==> config.mk <==
export PLATFORM = sky130hd
export DESIGN_NAME = matmul_result_ctrl_module_flat
export DESIGN_NICKNAME = d
export VERILOG_FILES = /design/src/rtl/matmul_result_ctrl_module_if.sv /design/src/rtl/matmul_result_ctrl_module.sv /design/src/flat_wrapper.sv
export SDC_FILE = /design/constraint.sdc
export NUM_CORES = 1
export LEC_CHECK = 0
export BUFFER_PORTS_ARGS = -buffer_cell sky130_fd_sc_hd__buf_2
export CAP_MARGIN = 20
export CORE_UTILIZATION = 39
export DETAILED_ROUTE_END_ITERATION = 8
export MAX_ROUTING_LAYER = met4
export PLACE_DENSITY_LB_ADDON = 0.05
export SLEW_MARGIN = 20
export SYNTH_ARGS = -nofsm -noshare
export SYNTH_HDL_FRONTEND = slang
export SYNTH_SLANG_ARGS = --single-unit
==> constraint.sdc <==
create_clock -name clk_i -period 2.4 [get_ports clk_i]
set_input_delay 0.48 -clock clk_i [delete_from_list [all_inputs] [get_ports clk_i]]
set_output_delay 0.48 -clock clk_i [all_outputs]
set_load 0.03 [all_outputs]
==> src/rtl/matmul_result_ctrl_module_if.sv <==
// Bus bundle for matmul_result_ctrl_module: go request, multiplier link, element read port and status.
// master = requester/multiplier side, slave = the result controller.
interface matmul_result_ctrl_module_if #(
    parameter int DATA_WIDTH = 8,
    parameter int BUS_WIDTH  = 16,
    parameter int SP_SLOTS   = 4
);
    localparam int MAX_DIM = BUS_WIDTH / DATA_WIDTH;
    localparam int N_ELEM  = MAX_DIM * MAX_DIM;
    localparam int CW      = N_ELEM * BUS_WIDTH;
    localparam int SW      = (SP_SLOTS > 1) ? $clog2(SP_SLOTS) : 1;
    localparam int EW      = (N_ELEM > 1) ? $clog2(N_ELEM) : 1;

    logic                 go_i;
    logic                 mode_bit_i;
    logic [SW-1:0]        wr_slot_i;
    logic [SW-1:0]        bias_slot_i;
    logic                 start_o;
    logic                 mode_bit_o;
    logic [CW-1:0]        c_bias_o;
    logic                 finish_mul_i;
    logic [CW-1:0]        c_matrix_i;
    logic [N_ELEM-1:0]    flags_i;
    logic                 rd_en_i;
    logic [SW-1:0]        rd_slot_i;
    logic [EW-1:0]        rd_elem_i;
    logic [BUS_WIDTH-1:0] rd_data_o;
    logic                 rd_valid_o;
    logic [N_ELEM-1:0]    flags_o;
    logic                 busy_o;
    logic                 done_o;
    logic                 err_o;

    modport master (
        output go_i, mode_bit_i, wr_slot_i, bias_slot_i,
        output finish_mul_i, c_matrix_i, flags_i,
        output rd_en_i, rd_slot_i, rd_elem_i,
        input  start_o, mode_bit_o, c_bias_o,
        input  rd_data_o, rd_valid_o, flags_o, busy_o, done_o, err_o
    );

    modport slave (
        input  go_i, mode_bit_i, wr_slot_i, bias_slot_i,
        input  finish_mul_i, c_matrix_i, flags_i,
        input  rd_en_i, rd_slot_i, rd_elem_i,
        output start_o, mode_bit_o, c_bias_o,
        output rd_data_o, rd_valid_o, flags_o, busy_o, done_o, err_o
    );
endinterface

==> src/rtl/matmul_result_ctrl_module.sv <==
// Sequencer and scratchpad result store for matrix_multiple_module (launch, capture, bias feedback, reads).
// Optional MATMUL_STICKY_FLAGS_EN: overflow flags accumulate across ops until an overwrite-mode go.
module matmul_result_ctrl_module #(
    parameter int DATA_WIDTH     = 8,
    parameter int BUS_WIDTH      = 16,
    parameter int SP_SLOTS       = 4,
    parameter int TIMEOUT_CYCLES = 16
) (
    input  logic clk_i,
    input  logic rst_ni,
    matmul_result_ctrl_module_if.slave bus
);
    localparam int MAX_DIM = BUS_WIDTH / DATA_WIDTH;
    localparam int N_ELEM  = MAX_DIM * MAX_DIM;
    localparam int CW      = N_ELEM * BUS_WIDTH;
    localparam int SW      = (SP_SLOTS > 1) ? $clog2(SP_SLOTS) : 1;
    localparam int CNT_W   = $clog2(TIMEOUT_CYCLES + 1);

    typedef enum logic [1:0] {
        ST_IDLE    = 2'd0,
        ST_RUN     = 2'd1,
        ST_CAPTURE = 2'd2,
        ST_DONE    = 2'd3
    } state_e;

    state_e               state_r;
    logic [CNT_W-1:0]     cnt_r;
    logic [SW-1:0]        wr_slot_r;
    logic [CW-1:0]        slot_r [SP_SLOTS];
    logic                 start_r;
    logic                 mode_out_r;
    logic [CW-1:0]        c_bias_r;
    logic [N_ELEM-1:0]    flags_r;
    logic                 busy_r;
    logic                 done_r;
    logic                 err_r;
    logic [BUS_WIDTH-1:0] rd_data_r;
    logic                 rd_valid_r;
    logic [31:0]          rd_idx_s;

    assign rd_idx_s = 32'(bus.rd_elem_i);

    // Sequencer: launch, wait for finish or timeout, capture into the scratchpad, pulse done.
    always_ff @(posedge clk_i or negedge rst_ni) begin
        if (!rst_ni) begin
            state_r    <= ST_IDLE;
            cnt_r      <= '0;
            wr_slot_r  <= '0;
            start_r    <= 1'b0;
            mode_out_r <= 1'b0;
            c_bias_r   <= '0;
            flags_r    <= '0;
            busy_r     <= 1'b0;
            done_r     <= 1'b0;
            err_r      <= 1'b0;
            for (int i = 0; i < SP_SLOTS; i++) begin
                slot_r[i] <= '0;
            end
        end else begin
            done_r <= 1'b0;
            case (state_r)
                ST_IDLE: begin
                    if (bus.go_i) begin
                        wr_slot_r  <= bus.wr_slot_i;
                        mode_out_r <= bus.mode_bit_i;
                        // Bias is sampled once here; slots cannot change until CAPTURE,
                        // so c_bias_o stays stable for the whole RUN state.
                        c_bias_r   <= bus.mode_bit_i ? slot_r[bus.bias_slot_i] : '0;
                        start_r    <= 1'b1;
                        busy_r     <= 1'b1;
                        err_r      <= 1'b0;
                        cnt_r      <= '0;
                        state_r    <= ST_RUN;
`ifdef MATMUL_STICKY_FLAGS_EN
                        if (!bus.mode_bit_i) begin
                            flags_r <= '0;
                        end else begin
                            flags_r <= flags_r;
                        end
`endif
                    end else begin
                        state_r <= ST_IDLE;
                    end
                end
                ST_RUN: begin
                    cnt_r <= cnt_r + CNT_W'(1);
                    if (bus.finish_mul_i) begin
                        start_r    <= 1'b0;
                        mode_out_r <= 1'b0;
                        c_bias_r   <= '0;
                        state_r    <= ST_CAPTURE;
                    end else if (cnt_r == CNT_W'(TIMEOUT_CYCLES - 1)) begin
                        start_r    <= 1'b0;
                        mode_out_r <= 1'b0;
                        c_bias_r   <= '0;
                        err_r      <= 1'b1;
                        done_r     <= 1'b1;
                        state_r    <= ST_DONE;
                    end else begin
                        state_r <= ST_RUN;
                    end
                end
                ST_CAPTURE: begin
                    slot_r[wr_slot_r] <= bus.c_matrix_i;
`ifdef MATMUL_STICKY_FLAGS_EN
                    flags_r <= flags_r | bus.flags_i;
`else
                    flags_r <= bus.flags_i;
`endif
                    done_r  <= 1'b1;
                    state_r <= ST_DONE;
                end
                ST_DONE: begin
                    busy_r  <= 1'b0;
                    state_r <= ST_IDLE;
                end
                default: begin
                    start_r    <= 1'b0;
                    mode_out_r <= 1'b0;
                    c_bias_r   <= '0;
                    busy_r     <= 1'b0;
                    state_r    <= ST_IDLE;
                end
            endcase
        end
    end

    // Registered element read port; data holds between reads, CAPTURE-cycle reads see the old word.
    always_ff @(posedge clk_i or negedge rst_ni) begin
        if (!rst_ni) begin
            rd_data_r  <= '0;
            rd_valid_r <= 1'b0;
        end else begin
            rd_valid_r <= bus.rd_en_i;
            if (bus.rd_en_i) begin
                if (rd_idx_s < 32'(N_ELEM)) begin
                    rd_data_r <= slot_r[bus.rd_slot_i][rd_idx_s * 32'(BUS_WIDTH) +: BUS_WIDTH];
                end else begin
                    rd_data_r <= '0;
                end
            end else begin
                rd_data_r <= rd_data_r;
            end
        end
    end

    assign bus.start_o    = start_r;
    assign bus.mode_bit_o = mode_out_r;
    assign bus.c_bias_o   = c_bias_r;
    assign bus.flags_o    = flags_r;
    assign bus.busy_o     = busy_r;
    assign bus.done_o     = done_r;
    assign bus.err_o      = err_r;
    assign bus.rd_data_o  = rd_data_r;
    assign bus.rd_valid_o = rd_valid_r;
endmodule

==> src/flat_wrapper.sv <==
// flat-port wrapper written by rule: the top's interface ports become plain ports
module matmul_result_ctrl_module_flat 
#(
    parameter int DATA_WIDTH     = 8,
    parameter int BUS_WIDTH      = 16,
    parameter int SP_SLOTS       = 4,
    parameter int TIMEOUT_CYCLES = 16
)
  (clk_i, rst_ni, bus_go_i, bus_mode_bit_i, bus_wr_slot_i, bus_bias_slot_i, bus_finish_mul_i, bus_c_matrix_i, bus_flags_i, bus_rd_en_i, bus_rd_slot_i, bus_rd_elem_i, bus_start_o, bus_mode_bit_o, bus_c_bias_o, bus_rd_data_o, bus_rd_valid_o, bus_flags_o, bus_busy_o, bus_done_o, bus_err_o);
  matmul_result_ctrl_module_if #(.DATA_WIDTH(DATA_WIDTH), .BUS_WIDTH(BUS_WIDTH), .SP_SLOTS(SP_SLOTS)) bus_i ();
  input  logic clk_i;
  input  logic rst_ni;
  input wire logic [$bits(bus_i.go_i)-1:0] bus_go_i;
  input wire logic [$bits(bus_i.mode_bit_i)-1:0] bus_mode_bit_i;
  input wire logic [$bits(bus_i.wr_slot_i)-1:0] bus_wr_slot_i;
  input wire logic [$bits(bus_i.bias_slot_i)-1:0] bus_bias_slot_i;
  input wire logic [$bits(bus_i.finish_mul_i)-1:0] bus_finish_mul_i;
  input wire logic [$bits(bus_i.c_matrix_i)-1:0] bus_c_matrix_i;
  input wire logic [$bits(bus_i.flags_i)-1:0] bus_flags_i;
  input wire logic [$bits(bus_i.rd_en_i)-1:0] bus_rd_en_i;
  input wire logic [$bits(bus_i.rd_slot_i)-1:0] bus_rd_slot_i;
  input wire logic [$bits(bus_i.rd_elem_i)-1:0] bus_rd_elem_i;
  output wire logic [$bits(bus_i.start_o)-1:0] bus_start_o;
  output wire logic [$bits(bus_i.mode_bit_o)-1:0] bus_mode_bit_o;
  output wire logic [$bits(bus_i.c_bias_o)-1:0] bus_c_bias_o;
  output wire logic [$bits(bus_i.rd_data_o)-1:0] bus_rd_data_o;
  output wire logic [$bits(bus_i.rd_valid_o)-1:0] bus_rd_valid_o;
  output wire logic [$bits(bus_i.flags_o)-1:0] bus_flags_o;
  output wire logic [$bits(bus_i.busy_o)-1:0] bus_busy_o;
  output wire logic [$bits(bus_i.done_o)-1:0] bus_done_o;
  output wire logic [$bits(bus_i.err_o)-1:0] bus_err_o;
  assign bus_i.go_i = bus_go_i;
  assign bus_i.mode_bit_i = bus_mode_bit_i;
  assign bus_i.wr_slot_i = bus_wr_slot_i;
  assign bus_i.bias_slot_i = bus_bias_slot_i;
  assign bus_i.finish_mul_i = bus_finish_mul_i;
  assign bus_i.c_matrix_i = bus_c_matrix_i;
  assign bus_i.flags_i = bus_flags_i;
  assign bus_i.rd_en_i = bus_rd_en_i;
  assign bus_i.rd_slot_i = bus_rd_slot_i;
  assign bus_i.rd_elem_i = bus_rd_elem_i;
  assign bus_start_o = bus_i.start_o;
  assign bus_mode_bit_o = bus_i.mode_bit_o;
  assign bus_c_bias_o = bus_i.c_bias_o;
  assign bus_rd_data_o = bus_i.rd_data_o;
  assign bus_rd_valid_o = bus_i.rd_valid_o;
  assign bus_flags_o = bus_i.flags_o;
  assign bus_busy_o = bus_i.busy_o;
  assign bus_done_o = bus_i.done_o;
  assign bus_err_o = bus_i.err_o;
  matmul_result_ctrl_module #(.DATA_WIDTH(DATA_WIDTH), .BUS_WIDTH(BUS_WIDTH), .SP_SLOTS(SP_SLOTS), .TIMEOUT_CYCLES(TIMEOUT_CYCLES)) u_core (.clk_i(clk_i), .rst_ni(rst_ni), .bus(bus_i));
endmodule
==> results.json <==
{
  "timing.slew.headroom_pct": 66.0,
  "finalCritPeriodShare_pct": 86.6,
  "die_w_microns": 208,
  "cellPowerDensity_mw_per_mm2": 1360,
  "fmax_ghz": 0.481,
  "synth_top_family_by_area": "multiplexers",
  "cts_tree": "yes",
  "holdCritPathClass": "in2reg",
  "total_power_w": 0.0270,
  "synthAdderAreaFrac_pct": 0.527,
  "synthCells": 1009,
  "overflow": 0,
  "instances_no_fill": 1759,
  "cp_max_fo": 15,
  "synth_xor_area_share_pct": 0,
  "cp-start-kind": "flop",
  "power_leakage_nw": 8.60,
  "clkSlewWorstSetupHoldPaths_ns": 0.06,
  "placed_cells": 1683,
  "fin_skew_ns": 0.0183,
  "viasPerCell": 5.84,
  "arrival_ns": 2.52,
  "synth_compound_area_share_pct": 6.18,
  "dr.first_iter.drc_count": 680,
  "synth_largest_area_cell": "dfrtp_1",
  "r2r_slack_ns": 0.32,
  "ys.flop_type": "dfrtp_1",
  "clock_sinks": 355,
  "fin_crit_ns": 2.08,
  "synthSimpleGateAreaFrac_pct": 0.670,
  "rows": 75,
  "synth_cell_types": 35,
  "num_antenna_cells": 0,
  "maxCapViolations": 0,
  "hold_violations": 0,
  "slew_violations": 0,
  "syn_avg_cell_area_sq_um": 16.5,
  "syn_area_sq_mm": 0.0166,
  "area_growth_syn_to_layout_pct": 19.0,
  "synth_seq_cells": 355,
  "finalSetupTns_ns": 0,
  "hold_end": "u_core.bus.flags_o[3]$_DFFE_PN0P_",
  "die-area_sq_mm": 0.0435,
  "synth_nets": 1098,
  "synth_most_common_cell": "dfrtp_1",
  "post_drt_wl_per_cell_microns": 27.1,
  "grt_pass1_vias": 10459,
  "synth_edf_count": 0,
  "yosysTopAreaCellShare_pct": 53.4,
  "dp_slack_ns": 0.239,
  "critPathKind": "reg2reg",
  "worstPathRequired_ns": 2.84,
  "clkLatencyLatePin_ns": 0.56,
  "regToRegStartpoint": "u_core.state_r[0]$_DFF_PN0_",
  "cts_root_buf": "clkbuf_16",
  "grt_pass1_wl_mm": 72.5,
  "holdPathStages": 2,
  "gp_congestion": 0.809,
  "hpwl_mm": 32.2,
  "final_nets": 1278,
  "dieHeight_microns": 208,
  "route.vias.total": 10281,
  "cts_buffers": 42,
  "fin_ws_ns": 0.322,
  "detail-route-antenna-nets": 0,
  "drive_gt1_share_pct": 57.5,
  "outcome": "completed",
  "io_pins": 172,
  "hold_path_startpoint": "bus_flags_i[3]",
  "finish.utilization_pct": 47.1,
  "h-tree-depth": 2,
  "grt_util_all_layers_pct": 23.3,
  "tightest_slew_ns": 0.510,
  "rsz0062_at_grt": "false",
  "irDropWorstVdd_mv": 0.708,
  "setup.worst_path.end_class": "flop",
  "antenna_found_initial": 4,
  "drt-total-wl_mm": 47.7,
  "drc_errors": 0,
  "setup_viol": 0,
  "yosysWarnings": 0,
  "port_buffers": 171,
  "synthTopCellsByArea": "dfrtp_1, mux2_2, mux4_2",
  "async_flop_share_pct": 100,
  "ys_top_cells_by_count": "dfrtp_1, mux2_2, mux4_2, a22o_1, buf_2",
  "start_util_pct": 39.6,
  "coreArea_sq_mm": 0.0420,
  "synth.area.mux_share_pct": 36.3,
  "ys_seq_area_share_pct": 53.4,
  "r2r_cells": 7,
  "cts_buffer_depth": 3,
  "drt-pass1-iter-count": 5,
  "grt_max_degree": 66,
  "rr_endpoint": "u_core.bus.c_bias_o[25]$_DFFE_PN0P_"
}
-- final cells by class --
class,count,area (sq um)
clock inverter,13,75.1
sequential,355,8880
inverter,6,22.5
tap,539,674
fill,3725,22200
timing repair buffer,219,1590
clock buffer,62,1250
multi-input combinational,565,7300
-- critical path: stages (launching register included) --
cell and delay (ns):
dfrtp_1 0.41, inv_1 0.09, ha_1 0.28, nand2b_1 0.29, o21ai_2 0.18, o21bai_4 0.24
buf_4 0.22, a22o_1 0.25
-- sequential cells by signal (all words and copies together) (netlist names), named ones only --
signal	flops
u_core.slot_r	256
u_core.bus.c_bias_o	64
u_core.bus.rd_data_o	16
u_core.cnt_r	5
u_core.bus.flags_o	4
u_core.wr_slot_r	2
u_core.bus.busy_o	1
u_core.bus.done_o	1
u_core.bus.err_o	1
u_core.bus.mode_bit_o	1
u_core.bus.rd_valid_o	1
u_core.bus.start_o	1
u_core.state_r	1
-- cells in the final DEF, fill, tap and decap left out, types with 2 or more instances in the layout --
cell	instances
mux2_2	278
o21ai_0	4
clkbuf_16	43
inv_1	6
a22o_1	66
nand3b_1	2
nand2_1	7
ha_1	7
buf_2	167
buf_4	22
nor2_1	2
clkbuf_1	9
clkbuf_8	10
o22ai_1	23
buf_12	28
mux4_1	5
nand2b_1	2
dfrtp_1	355
and3_1	2
mux4_2	123
a21oi_1	18
clkinv_2	10
nor3b_2	2
o22ai_2	10
a31oi_1	2
-- how the worst max path moves through the flow --
stage	startpoint	to	slack, ns	cells past startpoint
6_report	u_core.state_r[0]$_DFF_PN0_	u_core.bus.c_bias_o[25]$_DFFE_PN0P_	0.32	7
2_1_floorplan	u_core.state_r[0]$_DFF_PN0_	u_core.slot_r[131]$_DFFE_PN0P_	0.55	7
4_1_cts	u_core.state_r[0]$_DFF_PN0_	u_core.bus.c_bias_o[25]$_DFFE_PN0P_	0.32	7
5_1_grt	u_core.state_r[0]$_DFF_PN0_	u_core.bus.c_bias_o[27]$_DFFE_PN0P_	0.22	7
3_5_place_dp	bus_rd_elem_i[0]	u_core.bus.rd_data_o[10]$_DFFE_PN0P_	0.24	6
3_3_place_gp	bus_rd_elem_i[0]	u_core.bus.rd_data_o[9]$_DFFE_PN0P_	0.28	6
-- what timing repair did --
action                     in CTS  in global routing
gates resized for setup         0                  0
setup endpoints to repair       0                  0
hold buffers                    1                  0
buffers inserted                0                  0
hold endpoints to repair       35                  0
-- per-layer routing --
layer  GRT usage (%)  vias up  share of wire (%)
met1            37.5     5618                 53
met2            30.0      287                 41
met5               -        -                  0
li1                -     4324                  -
met4            5.72        0                1.5
met3            3.65       52                5.0
-- power breakdown --
part | switching, W | internal [W]
combinational | 0.00426 | 0.00512
sequential | 0.00253 | 0.00888
clock | 0.00257 | 0.00359
total | 0.00937 | 0.0176
-- logic make-up after synthesis --
family          Yosys count
fa+ha+maj                 7
buf+inv                  89
flops                   355
compound gates          130
mux                     407
simple gates             21
-- metrics by stage --
| step | cell area, sq um | hold WS (ns) |
|---|---|---|
| detailed placement | 18500 | 0.426 |
| global route | 19800 | 0.143 |
| finish | 19800 | 0.156 |
| global placement | 18500 | 0.428 |
| floorplan | 16600 | 0.184 |
| CTS | 19800 | 0.116 |
Power figures use the tool's default switching activity.
